==> src/rtl/mem_access_unit_pkg.sv <==
// Shared definitions for the MIPS memory-access stage: size encodings,
// access FSM state type, default wait budget and a misalignment helper.
package mips_pkg;

  localparam logic [1:0] SIZE_BYTE = 2'b00;
  localparam logic [1:0] SIZE_HALF = 2'b01;
  localparam logic [1:0] SIZE_WORD = 2'b10;  // 2'b11 is handled as a word too

  localparam int MAX_WAIT_DEFAULT = 16;

  typedef enum logic [1:0] {
    ST_IDLE = 2'b00,
    ST_BUSY = 2'b01,
    ST_DONE = 2'b10
  } state_t;

  // A byte is always aligned; halves need a[0]=0; words (and size 11) need a[1:0]=00.
  function automatic logic is_misaligned(input logic [1:0] size, input logic [1:0] addr_lo);
    logic mis;
    case (size)
      SIZE_BYTE: mis = 1'b0;
      SIZE_HALF: mis = addr_lo[0];
      default:   mis = |addr_lo;
    endcase
    return mis;
  endfunction

endpackage

==> src/rtl/mem_access_unit_if.sv <==
// Memory-side bus of the access unit. Signal names are seen from the
// access unit: o_* are driven by it, i_* are returned by the memory.
interface mem_access_unit_if #(
  parameter int NB_DATA = 32
);

  logic               o_mem_req;
  logic               o_mem_we;
  logic [NB_DATA-1:0] o_mem_addr;
  logic [NB_DATA-1:0] o_mem_wdata;
  logic [3:0]         o_mem_be;
  logic               i_mem_ready;
  logic [NB_DATA-1:0] i_mem_rdata;

  modport master (
    output o_mem_req, o_mem_we, o_mem_addr, o_mem_wdata, o_mem_be,
    input  i_mem_ready, i_mem_rdata
  );

  modport slave (
    input  o_mem_req, o_mem_we, o_mem_addr, o_mem_wdata, o_mem_be,
    output i_mem_ready, i_mem_rdata
  );

endinterface

==> src/rtl/mem_access_unit_align.sv <==
// load_store_align: purely combinational lane logic. Produces little-endian
// byte enables and replicated store lanes from the low address bits, and
// extracts/extends the addressed lane of a read word.
module load_store_align
  import mips_pkg::*;
#(
  parameter int NB_DATA = 32
) (
  input  logic [1:0]         i_addr_lo,
  input  logic [1:0]         i_size,
  input  logic               i_unsigned,
  input  logic [NB_DATA-1:0] i_store_data,
  input  logic [NB_DATA-1:0] i_rdata,
  output logic [3:0]         o_be,
  output logic [NB_DATA-1:0] o_wdata,
  output logic [NB_DATA-1:0] o_load_data
);

  logic [7:0]  w_byte;
  logic [15:0] w_half;

  // Lane selection for enables, store replication and load extension.
  always_comb begin
    o_be        = 4'b1111;
    o_wdata     = i_store_data;
    o_load_data = i_rdata;
    case (i_addr_lo)
      2'd0:    w_byte = i_rdata[7:0];
      2'd1:    w_byte = i_rdata[15:8];
      2'd2:    w_byte = i_rdata[23:16];
      default: w_byte = i_rdata[31:24];
    endcase
    w_half = i_addr_lo[1] ? i_rdata[31:16] : i_rdata[15:0];
    case (i_size)
      SIZE_BYTE: begin
        o_be        = 4'b0001 << i_addr_lo;
        o_wdata     = {(NB_DATA/8){i_store_data[7:0]}};
        o_load_data = {{(NB_DATA-8){~i_unsigned & w_byte[7]}}, w_byte};
      end
      SIZE_HALF: begin
        o_be        = 4'b0011 << {i_addr_lo[1], 1'b0};
        o_wdata     = {(NB_DATA/16){i_store_data[15:0]}};
        o_load_data = {{(NB_DATA-16){~i_unsigned & w_half[15]}}, w_half};
      end
      default: ;
    endcase
  end

endmodule

==> src/rtl/mem_access_unit.sv <==
// mem_access_unit: MEM-stage load/store sequencer. Stalls the pipeline while
// a request is outstanding on the memory bus, pulses o_done for one cycle when
// the access finishes, and aborts with o_timeout after MAX_WAIT BUSY cycles.
// Optional feature: define MEM_ACCESS_MISALIGN_TRAP_EN to trap misaligned
// halves/words with a one-cycle o_misalign pulse instead of force-aligning them.
module mem_access_unit
  import mips_pkg::*;
#(
  parameter int NB_DATA  = 32,
  parameter int MAX_WAIT = MAX_WAIT_DEFAULT
) (
  input  logic               i_clk,
  input  logic               i_rst,
  input  logic               i_valid,
  input  logic               i_mem_read,
  input  logic               i_mem_write,
  input  logic [1:0]         i_size,
  input  logic               i_unsigned,
  input  logic [NB_DATA-1:0] i_alu_result,
  input  logic [NB_DATA-1:0] i_store_data,
  output logic               o_stall,
  output logic               o_done,
  output logic [NB_DATA-1:0] o_load_data,
  output logic               o_misalign,
  output logic               o_timeout,
  mem_access_unit_if.master  mem_bus
);

  localparam int               CNT_W    = $clog2(MAX_WAIT + 1);
  localparam logic [CNT_W-1:0] CNT_LAST = CNT_W'(MAX_WAIT - 1);

  state_t             r_state;
  state_t             w_state_nxt;
  logic [CNT_W-1:0]   r_cnt;
  logic [NB_DATA-1:0] r_addr;
  logic [1:0]         r_size;
  logic               r_unsigned;
  logic               r_we;
  logic [NB_DATA-1:0] r_wdata;
  logic [3:0]         r_be;
  logic [NB_DATA-1:0] r_load_data;
  logic               r_timeout;

  logic               w_access;
  logic               w_misaligned;
  logic               w_aligned;
  logic               w_start;
  logic               w_timeout_hit;
  logic [NB_DATA-1:0] w_addr;
  logic [1:0]         w_lane_lo;
  logic [1:0]         w_lane_size;
  logic               w_lane_uns;
  logic [3:0]         w_be;
  logic [NB_DATA-1:0] w_wdata;
  logic [NB_DATA-1:0] w_load_ext;

  assign w_access     = i_valid & (i_mem_read | i_mem_write);
  assign w_misaligned = is_misaligned(i_size, i_alu_result[1:0]);

`ifdef MEM_ACCESS_MISALIGN_TRAP_EN
  logic r_misalign;

  assign w_aligned = ~w_misaligned;
  assign w_addr    = i_alu_result;

  // One-cycle trap pulse registered from the offending presentation.
  always_ff @(posedge i_clk or posedge i_rst) begin
    if (i_rst) r_misalign <= 1'b0;
    else       r_misalign <= (r_state == ST_IDLE) & w_access & w_misaligned;
  end

  assign o_misalign = r_misalign;
`else
  // Misaligned halves/words silently drop the offending low address bits.
  assign w_aligned  = 1'b1;
  assign w_addr     = w_misaligned
                      ? {i_alu_result[NB_DATA-1:2],
                         (i_size == SIZE_HALF) ? {i_alu_result[1], 1'b0} : 2'b00}
                      : i_alu_result;
  assign o_misalign = 1'b0;
`endif

  assign w_start       = (r_state == ST_IDLE) & w_access & w_aligned;
  assign w_timeout_hit = (r_cnt == CNT_LAST);

  // Enables/wdata come from the live inputs in IDLE; load extraction uses captured fields.
  assign w_lane_lo   = (r_state == ST_IDLE) ? w_addr[1:0] : r_addr[1:0];
  assign w_lane_size = (r_state == ST_IDLE) ? i_size      : r_size;
  assign w_lane_uns  = (r_state == ST_IDLE) ? i_unsigned  : r_unsigned;

  load_store_align #(.NB_DATA(NB_DATA)) u_align (
    .i_addr_lo    (w_lane_lo),
    .i_size       (w_lane_size),
    .i_unsigned   (w_lane_uns),
    .i_store_data (i_store_data),
    .i_rdata      (mem_bus.i_mem_rdata),
    .o_be         (w_be),
    .o_wdata      (w_wdata),
    .o_load_data  (w_load_ext)
  );

  // FSM state register.
  always_ff @(posedge i_clk or posedge i_rst) begin
    if (i_rst) r_state <= ST_IDLE;
    else       r_state <= w_state_nxt;
  end

  // Next-state logic; a ready response takes priority over the timeout.
  always_comb begin
    w_state_nxt = r_state;
    case (r_state)
      ST_IDLE: if (w_start) w_state_nxt = ST_BUSY;
      ST_BUSY: if (mem_bus.i_mem_ready | w_timeout_hit) w_state_nxt = ST_DONE;
      ST_DONE: w_state_nxt = ST_IDLE;
      default: w_state_nxt = ST_IDLE;
    endcase
  end

  // Request capture, wait counting and completion data.
  always_ff @(posedge i_clk or posedge i_rst) begin
    if (i_rst) begin
      r_cnt       <= '0;
      r_addr      <= '0;
      r_size      <= SIZE_BYTE;
      r_unsigned  <= 1'b0;
      r_we        <= 1'b0;
      r_wdata     <= '0;
      r_be        <= 4'b0000;
      r_load_data <= '0;
      r_timeout   <= 1'b0;
    end else begin
      case (r_state)
        ST_IDLE: if (w_start) begin
          r_cnt      <= '0;
          r_addr     <= w_addr;
          r_size     <= i_size;
          r_unsigned <= i_unsigned;
          r_we       <= i_mem_write;
          r_wdata    <= w_wdata;
          r_be       <= w_be;
          r_timeout  <= 1'b0;
        end
        ST_BUSY: begin
          if (mem_bus.i_mem_ready) begin
            r_load_data <= w_load_ext;
          end else if (w_timeout_hit) begin
            r_load_data <= '0;
            r_timeout   <= 1'b1;
          end else begin
            r_cnt <= r_cnt + 1'b1;
          end
        end
        default: ;
      endcase
    end
  end

  // Stall is forced low during reset so an aborted access releases the pipeline at once.
  assign o_stall     = ~i_rst & (w_start | (r_state == ST_BUSY));
  assign o_done      = (r_state == ST_DONE);
  assign o_timeout   = (r_state == ST_DONE) & r_timeout;
  assign o_load_data = r_load_data;

  assign mem_bus.o_mem_req   = (r_state == ST_BUSY);
  assign mem_bus.o_mem_we    = (r_state == ST_BUSY) & r_we;
  assign mem_bus.o_mem_addr  = {r_addr[NB_DATA-1:2], 2'b00};
  assign mem_bus.o_mem_wdata = r_wdata;
  assign mem_bus.o_mem_be    = r_be;

endmodule

==> src/flat_wrapper.sv <==
// flat-port wrapper written by rule: the top's interface ports become plain ports
module mem_access_unit_flat import mips_pkg::*;
#(
  parameter int NB_DATA  = 32,
  parameter int MAX_WAIT = MAX_WAIT_DEFAULT
)
  (i_clk, i_rst, i_valid, i_mem_read, i_mem_write, i_size, i_unsigned, i_alu_result, i_store_data, o_stall, o_done, o_load_data, o_misalign, o_timeout, mem_bus_o_mem_req, mem_bus_o_mem_we, mem_bus_o_mem_addr, mem_bus_o_mem_wdata, mem_bus_o_mem_be, mem_bus_i_mem_ready, mem_bus_i_mem_rdata);
  mem_access_unit_if #(.NB_DATA(NB_DATA)) mem_bus_i ();
  input  logic i_clk;
  input  logic i_rst;
  input  logic i_valid;
  input  logic i_mem_read;
  input  logic i_mem_write;
  input  logic [1:0] i_size;
  input  logic i_unsigned;
  input  logic [NB_DATA-1:0] i_alu_result;
  input  logic [NB_DATA-1:0] i_store_data;
  output logic o_stall;
  output logic o_done;
  output logic [NB_DATA-1:0] o_load_data;
  output logic o_misalign;
  output logic o_timeout;
  output wire logic [$bits(mem_bus_i.o_mem_req)-1:0] mem_bus_o_mem_req;
  output wire logic [$bits(mem_bus_i.o_mem_we)-1:0] mem_bus_o_mem_we;
  output wire logic [$bits(mem_bus_i.o_mem_addr)-1:0] mem_bus_o_mem_addr;
  output wire logic [$bits(mem_bus_i.o_mem_wdata)-1:0] mem_bus_o_mem_wdata;
  output wire logic [$bits(mem_bus_i.o_mem_be)-1:0] mem_bus_o_mem_be;
  input wire logic [$bits(mem_bus_i.i_mem_ready)-1:0] mem_bus_i_mem_ready;
  input wire logic [$bits(mem_bus_i.i_mem_rdata)-1:0] mem_bus_i_mem_rdata;
  assign mem_bus_o_mem_req = mem_bus_i.o_mem_req;
  assign mem_bus_o_mem_we = mem_bus_i.o_mem_we;
  assign mem_bus_o_mem_addr = mem_bus_i.o_mem_addr;
  assign mem_bus_o_mem_wdata = mem_bus_i.o_mem_wdata;
  assign mem_bus_o_mem_be = mem_bus_i.o_mem_be;
  assign mem_bus_i.i_mem_ready = mem_bus_i_mem_ready;
  assign mem_bus_i.i_mem_rdata = mem_bus_i_mem_rdata;
  mem_access_unit #(.NB_DATA(NB_DATA), .MAX_WAIT(MAX_WAIT)) u_core (.i_clk(i_clk), .i_rst(i_rst), .i_valid(i_valid), .i_mem_read(i_mem_read), .i_mem_write(i_mem_write), .i_size(i_size), .i_unsigned(i_unsigned), .i_alu_result(i_alu_result), .i_store_data(i_store_data), .o_stall(o_stall), .o_done(o_done), .o_load_data(o_load_data), .o_misalign(o_misalign), .o_timeout(o_timeout), .mem_bus(mem_bus_i));
endmodule
==> config.mk <==
export PLATFORM = sky130hd
export DESIGN_NAME = mem_access_unit_flat
export DESIGN_NICKNAME = d
export VERILOG_FILES = /design/src/rtl/mem_access_unit_pkg.sv /design/src/rtl/mem_access_unit_if.sv /design/src/rtl/mem_access_unit_align.sv /design/src/rtl/mem_access_unit.sv /design/src/flat_wrapper.sv
export SDC_FILE = /design/constraint.sdc
export NUM_CORES = 1
export LEC_CHECK = 0
export CAP_MARGIN = 0
export CORE_MARGIN = 2
export CORE_UTILIZATION = 48
export CTS_BUF_LIST = sky130_fd_sc_hd__clkbuf_4 sky130_fd_sc_hd__clkbuf_8
export CTS_CLUSTER_DIAMETER = 30
export DETAILED_ROUTE_END_ITERATION = 16
export PLACE_DENSITY_LB_ADDON = 0.05
export SLEW_MARGIN = 20
export SYNTH_ARGS = -nofsm -noshare
export SYNTH_HDL_FRONTEND = slang
export SYNTH_SLANG_ARGS = --single-unit
==> constraint.sdc <==
create_clock -name i_clk -period 6.2 [get_ports i_clk]
set_input_delay 1.55 -clock i_clk [delete_from_list [all_inputs] [get_ports i_clk]]
set_output_delay 1.55 -clock i_clk [all_outputs]
set_load 0.005 [all_outputs]
* Word level (Yosys, flattened, before mapping)
Index checks and enable logic that the tools add are counted.
Word-level totals: register bits 112, logic and storage cells 73
Cells by class: muxes and demuxes 24, equal/unequal tests 12, $add $sub $neg 1, bitwise gates (word level) 12, shifts and indexed selects 2, reduce and logical (&&, ||, !) cells 12
Operators by type and width (count):
- $pmux 32 s2 | 2
- $mux 32 | 2
- $pmux 8 s3 | 1
- $mux 16 | 1
- $mux 5 | 3
- $mux 2 | 6
- $pmux 5 s2 | 1
- $eq 2x1->1 const B | 4
- $logic_not 2->1 | 4
- $pmux 4 s2 | 1
- $reduce_and 4->1 | 2
- $and 1x1->1 | 7
- $ne 2x1->1 const B | 3
- $reduce_and 2->1 | 3
- $add 5x1->5 const B | 1
- $eq 5x4->1 const B | 1
- $eq 2x2->1 const B | 2
- $mux 1 | 4
- $ne 2x2->1 const B | 2
- $pmux 1 s2 | 2
- $pmux 2 s2 | 1
- $reduce_bool 2->1 | 2
- $shl 1x2->4 const A | 1
- $shl 2x2->4 const A | 1
- 3 further kinds | 6

* Logic depth before layout (Yosys ltp)
Gate-level depths: netlist (run 1).
depth in word-level cells 9, depth in mapped cells 9

* By module
Synthesis (run 1) repeated with hierarchy kept, for this count alone.
Second synthesis, totals: cell total of the unflattened synthesis 483, area total of the unflattened synthesis 5773.0 um^2
Modules (own cells, without submodules):
- mem_access_unit | sequential area each 2802.7 um^2, times used 1, area an instance 4589.4 um^2, cells an instance 313
- load_store_align | sequential area each 0.0 um^2, times used 1, area an instance 1183.6 um^2, cells an instance 170

* Worst setup path after synthesis (run 1)
OpenSTA, ideal clock, no wires.
path type in2out, start point input i_mem_write, end point output o_stall, cell stages on the path 5, arrival 2.481 ns, data required time 4.650 ns, path slack 2.169 ns, buffers on the path 2, cells stage by stage o21ai_0 -> or2_2 -> clkbuf_1 -> clkbuf_1 -> a21oi_1
Between the ends: longest elaborated chain between the ends 5
Ends and longest elaborated chain:
- from (decl) | RTL line flat_wrapper.sv:13 | input logic i_mem_write;
- $or 1x1->1 | RTL line mem_access_unit.sv:57 | assign w_access = i_valid & (i_mem_read | i_mem_write);
- $and 1x1->1 | RTL line mem_access_unit.sv:57
- $and 1x1->1 | RTL line mem_access_unit.sv:83 | assign w_start = (r_state == ST_IDLE) & w_access & w_aligned;
- $or 1x1->1 | RTL line mem_access_unit.sv:159 | assign o_stall = ~i_rst & (w_start | (r_state == ST_BUSY));
- $and 1x1->1 | RTL line mem_access_unit.sv:159
- to (decl) | RTL line flat_wrapper.sv:18 | output logic o_stall;
No other way between the ends.

* Worst setup path in the final report (run 1)
Same ends and word-level chain as after synthesis.

==> impl_metrics.yaml, run 1 <==
detailed_routing:
  dr_wl_met2_um: 8990
  wl_met1_um: 8110
  postRouteWirelength_um: 19000
  routed.top_layer: "met4"
  drt_pre_antenna_iters: 6
  viasPerCell: 5.75
  drt-wirelength-per-cell_um: 18.9
  ant_nets: 0
  met3WireLength_um: 1330
  drtIter0Drc: 540
  drc_errors: 0
  vias: 5799
floorplan:
  die_area_um2: 13900
  die_y_um: 118
  initial_utilization_pct: 49.3
  ios: 211
  core-area_um2: 12700
  row_count: 41
  die_w_um: 118
synthesis:
  synth_seq_area_share_pct: 44.9
  synth_edf_count: 0
  synth_top_cell_by_area: "dfrtp_1"
  ys_async_sr_fraction_pct: 100
  yosys_warnings: 0
  syn_inst: 689
  synth_area_leaders: "dfrtp_1 45%, nand2_1 12%, buf_4 4.3%"
  synthFlopType: "dfrtp_1"
  synth_cell_type_count: 65
  netlist_area_um2: 6250
  synth.ff_latch_count: 112
  synth.avg_cell_area_um2: 9.07
  synth_top_area_share_pct: 44.9
critical_path:
  cp-startpoint: "i_mem_write"
  end_kind: "output port"
  worstPathArrival_ns: 3.26
  start_kind: "input port"
  path_class: "in2out"
  cp-endpoint: "o_stall"
  r2r_cells: 5
  reg2reg_to: "u_core.o_load_data[28]$_DFFE_PP0P_"
  critPathMaxFanout: 4
  r2r-start: "u_core.r_state[0]$_DFFE_PP0P_"
  reg2reg_slack_ns: 3.03
  cp.required_ns: 4.65
finish:
  regArea_um2: 2800
  design_area_um2: 8280
  area_growth_syn_to_layout_pct: 32.5
  diodes: 0
  fin_nets: 939
  drive_above_1_share_pct: 9.21
  nFillCells: 1063
  fin_cells: 1008
  multiInputGateArea_um2: 2880
power:
  p_seq_share_pct: 39.5
  clkPwrFrac_pct: 14.4
  powerDensity_nw_per_um2: 349
  p_sw_mw: 1.05
  p_leak_nw: 3.50
  vdd_ir_drop_max_mv: 0.158
  power.internal_mw: 1.84
  combPwrFrac_pct: 46.0
  swShare_pct: 36.4
outcome:
  run_status: "complete, no violations"
sta:
  timing.max_slew.rel_slack_pct: 40.1
  fmax_mhz: 208
  tightestPinTransition_ns: 0.899
  setup_tns_ns: 0
  fin_crit_sh_pct: 77.5
  fin_crit_ns: 4.81
  rsz0062_at_grt: "false"
  skew_ns: 0.0114
  final_hold_viol_count: 0
  finalSetupViolations: 0
  maxSlewViolCount: 0
clocking:
  clock_sinks: 112
  clkLatencyLatePin_ns: 0.39
  cts_hold_buffers: 0
  path_clk_slew_ns: 0.10
  post_cts_buffers: 0
  cts_buffer_depth: 2
  cts_tree: "done"
  cts_htree_levels: 3
  clock-root-buffer: "clkbuf_8"
  cts.repair.resized: 0
  cts_made_buffers: 9
global_routing:
  grtUsageTotal_pct: 27.7
  first_global_vias: 5804
  grt_antenna_before_repair: 0
  grt-ovfl-total: 0
  grt_max_degree: 94
  grt_pass1_wl_um: 31000
place:
  placed_area_um2: 8080
  gp_congestion: 0.872
  io_buffer_count: 207
  place_inst: 992
  dp_hpwl_um: 13500
flow_run:
  maxCapViolations: 0
min_path:
  hold_class: "reg2reg"
worst min-delay path by stage:
stage	from	endpoint	slack, ns	cells after the start
4_1_cts	u_core.r_addr[23]$_DFFE_PP0P_	u_core.r_addr[23]$_DFFE_PP0P_	0.49	2
6_report	u_core.r_addr[23]$_DFFE_PP0P_	u_core.r_addr[23]$_DFFE_PP0P_	0.48	2
2_1_floorplan	u_core.r_we$_DFFE_PP0P_	u_core.r_we$_DFFE_PP0P_	0.44	2
3_5_place_dp	u_core.r_addr[23]$_DFFE_PP0P_	u_core.r_addr[23]$_DFFE_PP0P_	0.46	2
5_1_grt	u_core.mem_bus.o_mem_wdata[0]$_DFFE_PP0P_	u_core.mem_bus.o_mem_wdata[0]$_DFFE_PP0P_	0.51	2
3_3_place_gp	u_core.r_addr[18]$_DFFE_PP0P_	u_core.r_addr[18]$_DFFE_PP0P_	0.46	2
cell usage in the layout, fill, tap and decap left out, drive strengths merged, types with 15 or more instances in the layout:
cell type      instances
nand2                201
dfrtp                112
nor3                  16
a31o                  16
a32oi                 15
clkdlybuf4s50        207
nor2                  33
o21ai                 33
a41oi                 17
inv                   18
a211oi                18
a31oi                 25
registers in the layout (all words and copies together), names as in the netlist:
register and cells:
u_core.r_size 2, u_core.o_load_data 32, u_core.r_we 1, u_core.r_state 2
u_core.r_unsigned 1, u_core.mem_bus.o_mem_be 4, u_core.r_cnt 5, u_core.mem_bus.o_mem_wdata 32
u_core.r_addr 32, u_core.r_timeout 1
worst max-delay path: stages:
cell and delay (ns):
clkdlybuf4s50_1 0.47, o21ai_0 0.19, or2_2 0.37, a21oi_1 0.15
clkdlybuf4s50_1 0.51
layer usage:
layer  GRT usage (%)  up-vias
li1                -     2687
met1            36.4     2807
met5               0        -
met4            12.7        0
met2            43.9      263
met3            5.62       42
power groups by stage:
stage,Sequential (mW),Clock (mW),Combinational (mW)
after floorplan,1.12,0,0.733
after global placement,1.14,0,1.29
after global routing,1.17,0.457,1.44
after detailed placement,1.15,0,1.32
after CTS,1.14,0.427,1.33
final,1.14,0.417,1.33
stage by stage:
stage	utilization, %	setup slack [ns]	hold slack, ns	total power, mW
floorplan	-	1.69	0.437	1.86
global placement	63.7	1.37	0.457	2.43
detailed placement	63.7	1.37	0.461	2.48
CTS	65.1	1.36	0.487	2.90
global route	65.4	1.27	0.514	3.07
finish	65.4	1.39	0.483	2.89
Yosys cell counts (8+ instances only):
master,n
a211oi_1,18
o211a_1,8
nor3_1,15
buf_4,36
a31o_2,16
nand2_1,200
buf_2,21
dfrtp_1,112
o22ai_1,8
inv_1,16
a22oi_1,8
a41oi_2,13
clkbuf_1,20
nor2_1,31
o21ai_0,16
a32oi_1,14
o21ai_1,16
a31oi_1,24
and2_1,9
cells by family (layout without fill, tap and decap cells):
family	count (synthesis)	count (layout)	share of synthesized area, %
AOI/OAI and AO/OA	190	190	24.9
adders and majority gates	2	2	0.400
muxes	5	5	1.04
buffers and inverters	101	246	9.51
and+or+nand+nor	276	276	19.0
DFF	112	112	44.9
xor gates and xnor gates	2	2	0.280
other	1	3	0.0600
area by class of cell:
type	instances	share of cell area, %
inverter	17	0.831
timing repair buffer	214	25.9
sequential	112	33.8
clock inverter	4	0.347
clock buffer	11	1.75
tap	172	2.60
multi-input combinational	478	34.7
Power figures use the tool's default switching activity.
==> run 2: changes to the inputs <==
clock period = 4.5 ns   (was 6.2 ns; I/O delays follow)
==> run 2 against run 1 <==
Cell area is 0.74% higher. Clock skew grew 0.0042 ns. Register-to-register slack got worse by 1.2 ns. Total power rose by 40%. Final cell count is 0.50% higher.
==> impl_metrics.yaml, run 2 (synthesis results as in run 1) <==
detailed_routing:
  postRouteWirelength_um: 18800
  drt-wirelength-per-cell_um: 18.6
  viasPerCell: 5.74
  drt_pre_antenna_iters: 6
  drtIter0Drc: 460
  ant_nets: 0
  drc_errors: 0
  vias: 5816
clocking:
  cts_buffer_depth: 2
  clock-root-buffer: "clkbuf_8"
  cts_htree_levels: 3
  cts_hold_buffers: 0
  path_clk_slew_ns: 0.10
  clkLatencyLatePin_ns: 0.39
  cts.repair.resized: 0
  clock_sinks: 112
  cts_tree: "done"
  cts_made_buffers: 9
  post_cts_buffers: 0
critical_path:
  crit_top_cell: "clkdlybuf4s50_1"
  cp-endpoint: "o_stall"
  worstPathArrival_ns: 2.80
  reg2reg_to: "u_core.o_load_data[29]$_DFFE_PP0P_"
  critPathMaxFanout: 2
  cp.required_ns: 3.38
  end_kind: "output port"
  worstPathCellList: "clkdlybuf4s50_1 > o21ai_0 > or2_2 > a21oi_1 > clkdlybuf4s50_1"
  reg2reg_slack_ns: 1.78
  critPathSlowestCell: "clkdlybuf4s50_1"
  r2r-start: "u_core.r_state[0]$_DFFE_PP0P_"
  cp-startpoint: "i_mem_write"
  cp.depth: 5
  start_kind: "input port"
  cp_top_family: "buffers and inverters"
  max_stage_delay_ns: 0.51
  r2r_cells: 6
  path_class: "in2out"
  critical_path_buf_inv_count: 2
sta:
  fin_crit_sh_pct: 87.1
  tightestPinTransition_ns: 1.02
  finalSetupViolations: 0
  fin_crit_ns: 3.92
  maxSlewViolCount: 0
  final_hold_viol_count: 0
  setup_tns_ns: 0
  rsz0062_at_grt: "false"
  skew_ns: 0.0156
  fmax_mhz: 255
  timing.max_slew.rel_slack_pct: 31.8
floorplan:
  ios: 211
  initial_utilization_pct: 49.3
  die_area_um2: 13900
  core-area_um2: 12700
  die_y_um: 118
  row_count: 41
  die_w_um: 118
finish:
  drive_above_1_share_pct: 9.63
  diodes: 0
  nFillCells: 1076
  regArea_um2: 2800
  fin_nets: 944
  final_common_cell: "clkdlybuf4s50_1"
  post-route-util_pct: 65.8
  mostFrequentLayoutCells: "207 x clkdlybuf4s50_1, 200 x nand2_1, 112 x dfrtp_1"
  area_growth_syn_to_layout_pct: 33.5
  multiInputGateArea_um2: 2870
global_routing:
  grt_antenna_before_repair: 0
  grt-ovfl-total: 0
  grt_max_degree: 61
  first_global_vias: 5689
  grtUsageTotal_pct: 26.7
  grt_pass1_wl_um: 30000
power:
  p_leak_nw: 3.53
  vdd_ir_drop_max_mv: 0.239
  powerDensity_nw_per_um2: 485
place:
  dp_hpwl_um: 13500
  io_buffer_count: 207
  gp_congestion: 0.857
min_path:
  hold_class: "reg2reg"
flow_run:
  maxCapViolations: 0
outcome:
  run_status: "complete, no violations"
-- run 2: changes by cell type in the layout (fill, tap and decap cells not counted), sizes merged --
cell,delta
bufinv,+1
inv,+1
buf,+5
clkbuf,-1
clkinvlp,-1
-- run 2: layout make-up --
type                       instances  share of cell area, %
clock buffer                      10                   1.57
clock inverter                     5                  0.795
inverter                          17                  0.795
multi-input combinational        478                   34.4
sequential                       112                   33.6
tap                              172                   2.58
timing repair buffer             219                   26.2
-- run 2: worst min path at each step --
stage | start | endpoint | slack, ns | cells after the start
finish | u_core.r_addr[18]$_DFFE_PP0P_ | u_core.r_addr[18]$_DFFE_PP0P_ | 0.48 | 2
global route | u_core.r_addr[21]$_DFFE_PP0P_ | u_core.r_addr[21]$_DFFE_PP0P_ | 0.50 | 2
CTS | u_core.r_addr[18]$_DFFE_PP0P_ | u_core.r_addr[18]$_DFFE_PP0P_ | 0.49 | 2
detailed placement | u_core.r_addr[18]$_DFFE_PP0P_ | u_core.r_addr[18]$_DFFE_PP0P_ | 0.46 | 2
global placement | u_core.r_addr[18]$_DFFE_PP0P_ | u_core.r_addr[18]$_DFFE_PP0P_ | 0.46 | 2
floorplan | u_core.r_we$_DFFE_PP0P_ | u_core.r_we$_DFFE_PP0P_ | 0.44 | 2
-- run 2: where the power goes --
part / total (mW) / internal, mW / switching [mW]
Clock: 0.628 / 0.268 / 0.360
Sequential: 1.57 / 1.34 / 0.235
Combinational: 1.84 / 0.982 / 0.861
-- run 2: tightest hold or removal path, stage by stage, from the launching register on --
cell and delay (ns):
dfrtp_1 0.35, nand2_1 0.05, nand2_1 0.06
-- run 2: through the flow --
step	cell area, um2	power [mW]	instances	setup slack (ns)	hold slack [ns]
6_report	8340	4.05	1013	0.578	0.484
5_1_grt	8340	4.28	1013	0.515	0.502
4_1_cts	8340	4.06	1013	0.560	0.488
3_5_place_dp	8150	3.43	998	0.565	0.462
3_3_place_gp	8150	3.38	998	0.565	0.457
2_1_floorplan	6260	2.56	691	0.416	0.437
-- run 2: layer usage --
layer	track usage (%)	vias up	part of all wire [%]
met4	10.5	0	3.0
met2	43.5	258	47
met3	5.47	47	7.0
li1	-	2711	-
met1	34.8	2800	43
met5	0	-	0
==> run 3: changes to the inputs <==
CTS_CLUSTER_SIZE = 28   (was not set)
PLACE_DENSITY = 0.87   (was not set)
PLACE_DENSITY_LB_ADDON = not set   (was 0.05)
==> run 3 against run 2 <==
Sequential share of layout area about the same. Largest cell class unchanged. Final cell count increased by 0.20%. Critical path depth unchanged. Core utilization about the same. Clock-buffer cell count unchanged. Global-route usage increased by 0.63 points. Clock power decreased by 3%. Worst setup slack got worse by 0.12 ns.
==> impl_metrics.yaml, run 3 (synthesis results as in run 1) <==
clocking:
  path_clk_slew_ns: 0.10
  clock-root-buffer: "clkbuf_8"
  cts_htree_levels: 3
  cts_tree: "done"
  cts_hold_buffers: 0
  cts_buffer_depth: 2
  cts_made_buffers: 9
  cts.repair.resized: 0
  post_cts_buffers: 0
  clkLatencyLatePin_ns: 0.39
  clock_sinks: 112
power:
  swShare_pct: 36.5
  p_seq_share_pct: 39.0
  powerDensity_nw_per_um2: 481
  vdd_ir_drop_max_mv: 0.262
  power_mw: 4.02
  combPwrFrac_pct: 45.8
  clkPwrFrac_pct: 15.1
  p_sw_mw: 1.47
  power.internal_mw: 2.55
  p_leak_nw: 3.54
critical_path:
  worstPathArrival_ns: 2.92
  critPathMaxFanout: 2
  end_kind: "output port"
  path_class: "in2out"
  start_kind: "input port"
  cp.required_ns: 3.38
finish:
  drive_above_1_share_pct: 9.85
  mostFrequentLayoutCells: "207 x clkdlybuf4s50_1, 200 x nand2_1, 112 x dfrtp_1"
  multiInputGateArea_um2: 2870
  diodes: 0
  fin_nets: 945
  area_growth_syn_to_layout_pct: 33.6
  final_common_cell: "clkdlybuf4s50_1"
  nFillCells: 991
  regArea_um2: 2800
global_routing:
  grt-ovfl-total: 0
  grtUsageTotal_pct: 27.3
  first_global_vias: 5773
  grt_antenna_before_repair: 0
  grt_pass1_wl_um: 30400
  grt_max_degree: 79
detailed_routing:
  drt-wirelength-per-cell_um: 18.8
  drc_errors: 0
  drt_pre_antenna_iters: 5
  viasPerCell: 5.79
  postRouteWirelength_um: 19000
  drtIter0Drc: 640
  ant_nets: 0
  vias: 5878
floorplan:
  die_area_um2: 13900
  die_w_um: 118
  core-area_um2: 12700
  initial_utilization_pct: 49.3
  die_y_um: 118
  ios: 211
  row_count: 41
flow_run:
  maxCapViolations: 0
sta:
  finalSetupViolations: 0
  fmax_mhz: 247
  final_hold_viol_count: 0
  setup_tns_ns: 0
  fin_crit_sh_pct: 89.9
  timing.max_slew.rel_slack_pct: 33.8
  maxSlewViolCount: 0
  tightestPinTransition_ns: 0.989
  rsz0062_at_grt: "false"
  skew_ns: 0.0115
  fin_crit_ns: 4.05
place:
  dp_hpwl_um: 13900
  io_buffer_count: 207
  gp_congestion: 0.907
min_path:
  hold_class: "reg2reg"
outcome:
  run_status: "complete, no violations"
[run 3: power by group through the flow]
stage	registers, mW	clock network, mW	logic (mW)
finish	1.57	0.608	1.84
global route	1.61	0.656	2.00
CTS	1.57	0.615	1.85
detailed placement	1.59	0	1.84
global placement	1.57	0	1.80
floorplan	1.55	0	1.01
[run 3: cell type report]
class / count / area share [%]
Clock buffer: 10 / 1.65
Clock inverter: 6 / 0.660
Inverter: 17 / 0.795
Multi-Input combinational cell: 478 / 34.4
Sequential cell: 112 / 33.6
Tap cell: 172 / 2.58
Timing Repair Buffer: 220 / 26.3
[run 3: metal layers]
metal / up-vias / global-route usage [%] / share of wire, %
met5: - / 0 / 0
met4: 0 / 10.8 / 3.1
met3: 43 / 6.01 / 9.1
met2: 303 / 44.3 / 48
met1: 2831 / 35.5 / 40
li1: 2701 / - / -
[run 3: worst paths after layout]
kind	cells after the start	endpoint	slack [ns]	from
worst max-delay path	5	o_stall	0.45	i_mem_write
max in group asynchronous	3	u_core.o_load_data[19]$_DFFE_PP0P_	2.52	i_rst
worst min register to register	2	u_core.r_addr[10]$_DFFE_PP0P_	0.48	u_core.r_addr[10]$_DFFE_PP0P_
worst min-delay path	2	u_core.r_addr[10]$_DFFE_PP0P_	0.48	u_core.r_addr[10]$_DFFE_PP0P_
min in group asynchronous	2	u_core.r_addr[5]$_DFFE_PP0P_	1.21	i_rst
worst max register to register	5	u_core.o_load_data[31]$_DFFE_PP0P_	1.86	u_core.r_state[0]$_DFFE_PP0P_
[run 3: worst max-delay path: stages]
cell and delay (ns):
clkdlybuf4s50_1 0.50, o21ai_0 0.24, or2_2 0.37, a21oi_1 0.14
clkdlybuf4s50_1 0.54
[run 3: stage by stage]
step / std cells / hold WS [ns] / worst slack (ns) / utilization [%] / cell area [um2]
after global placement: 999 / 0.456 / 0.458 / 64.3 / 8150
after CTS: 1015 / 0.486 / 0.449 / 65.9 / 8350
after global routing: 1015 / 0.498 / 0.338 / 65.9 / 8350
final: 1015 / 0.485 / 0.455 / 65.9 / 8350
after floorplan: 691 / 0.437 / 0.416 / - / 6260
after detailed placement: 999 / 0.460 / 0.475 / 64.3 / 8150
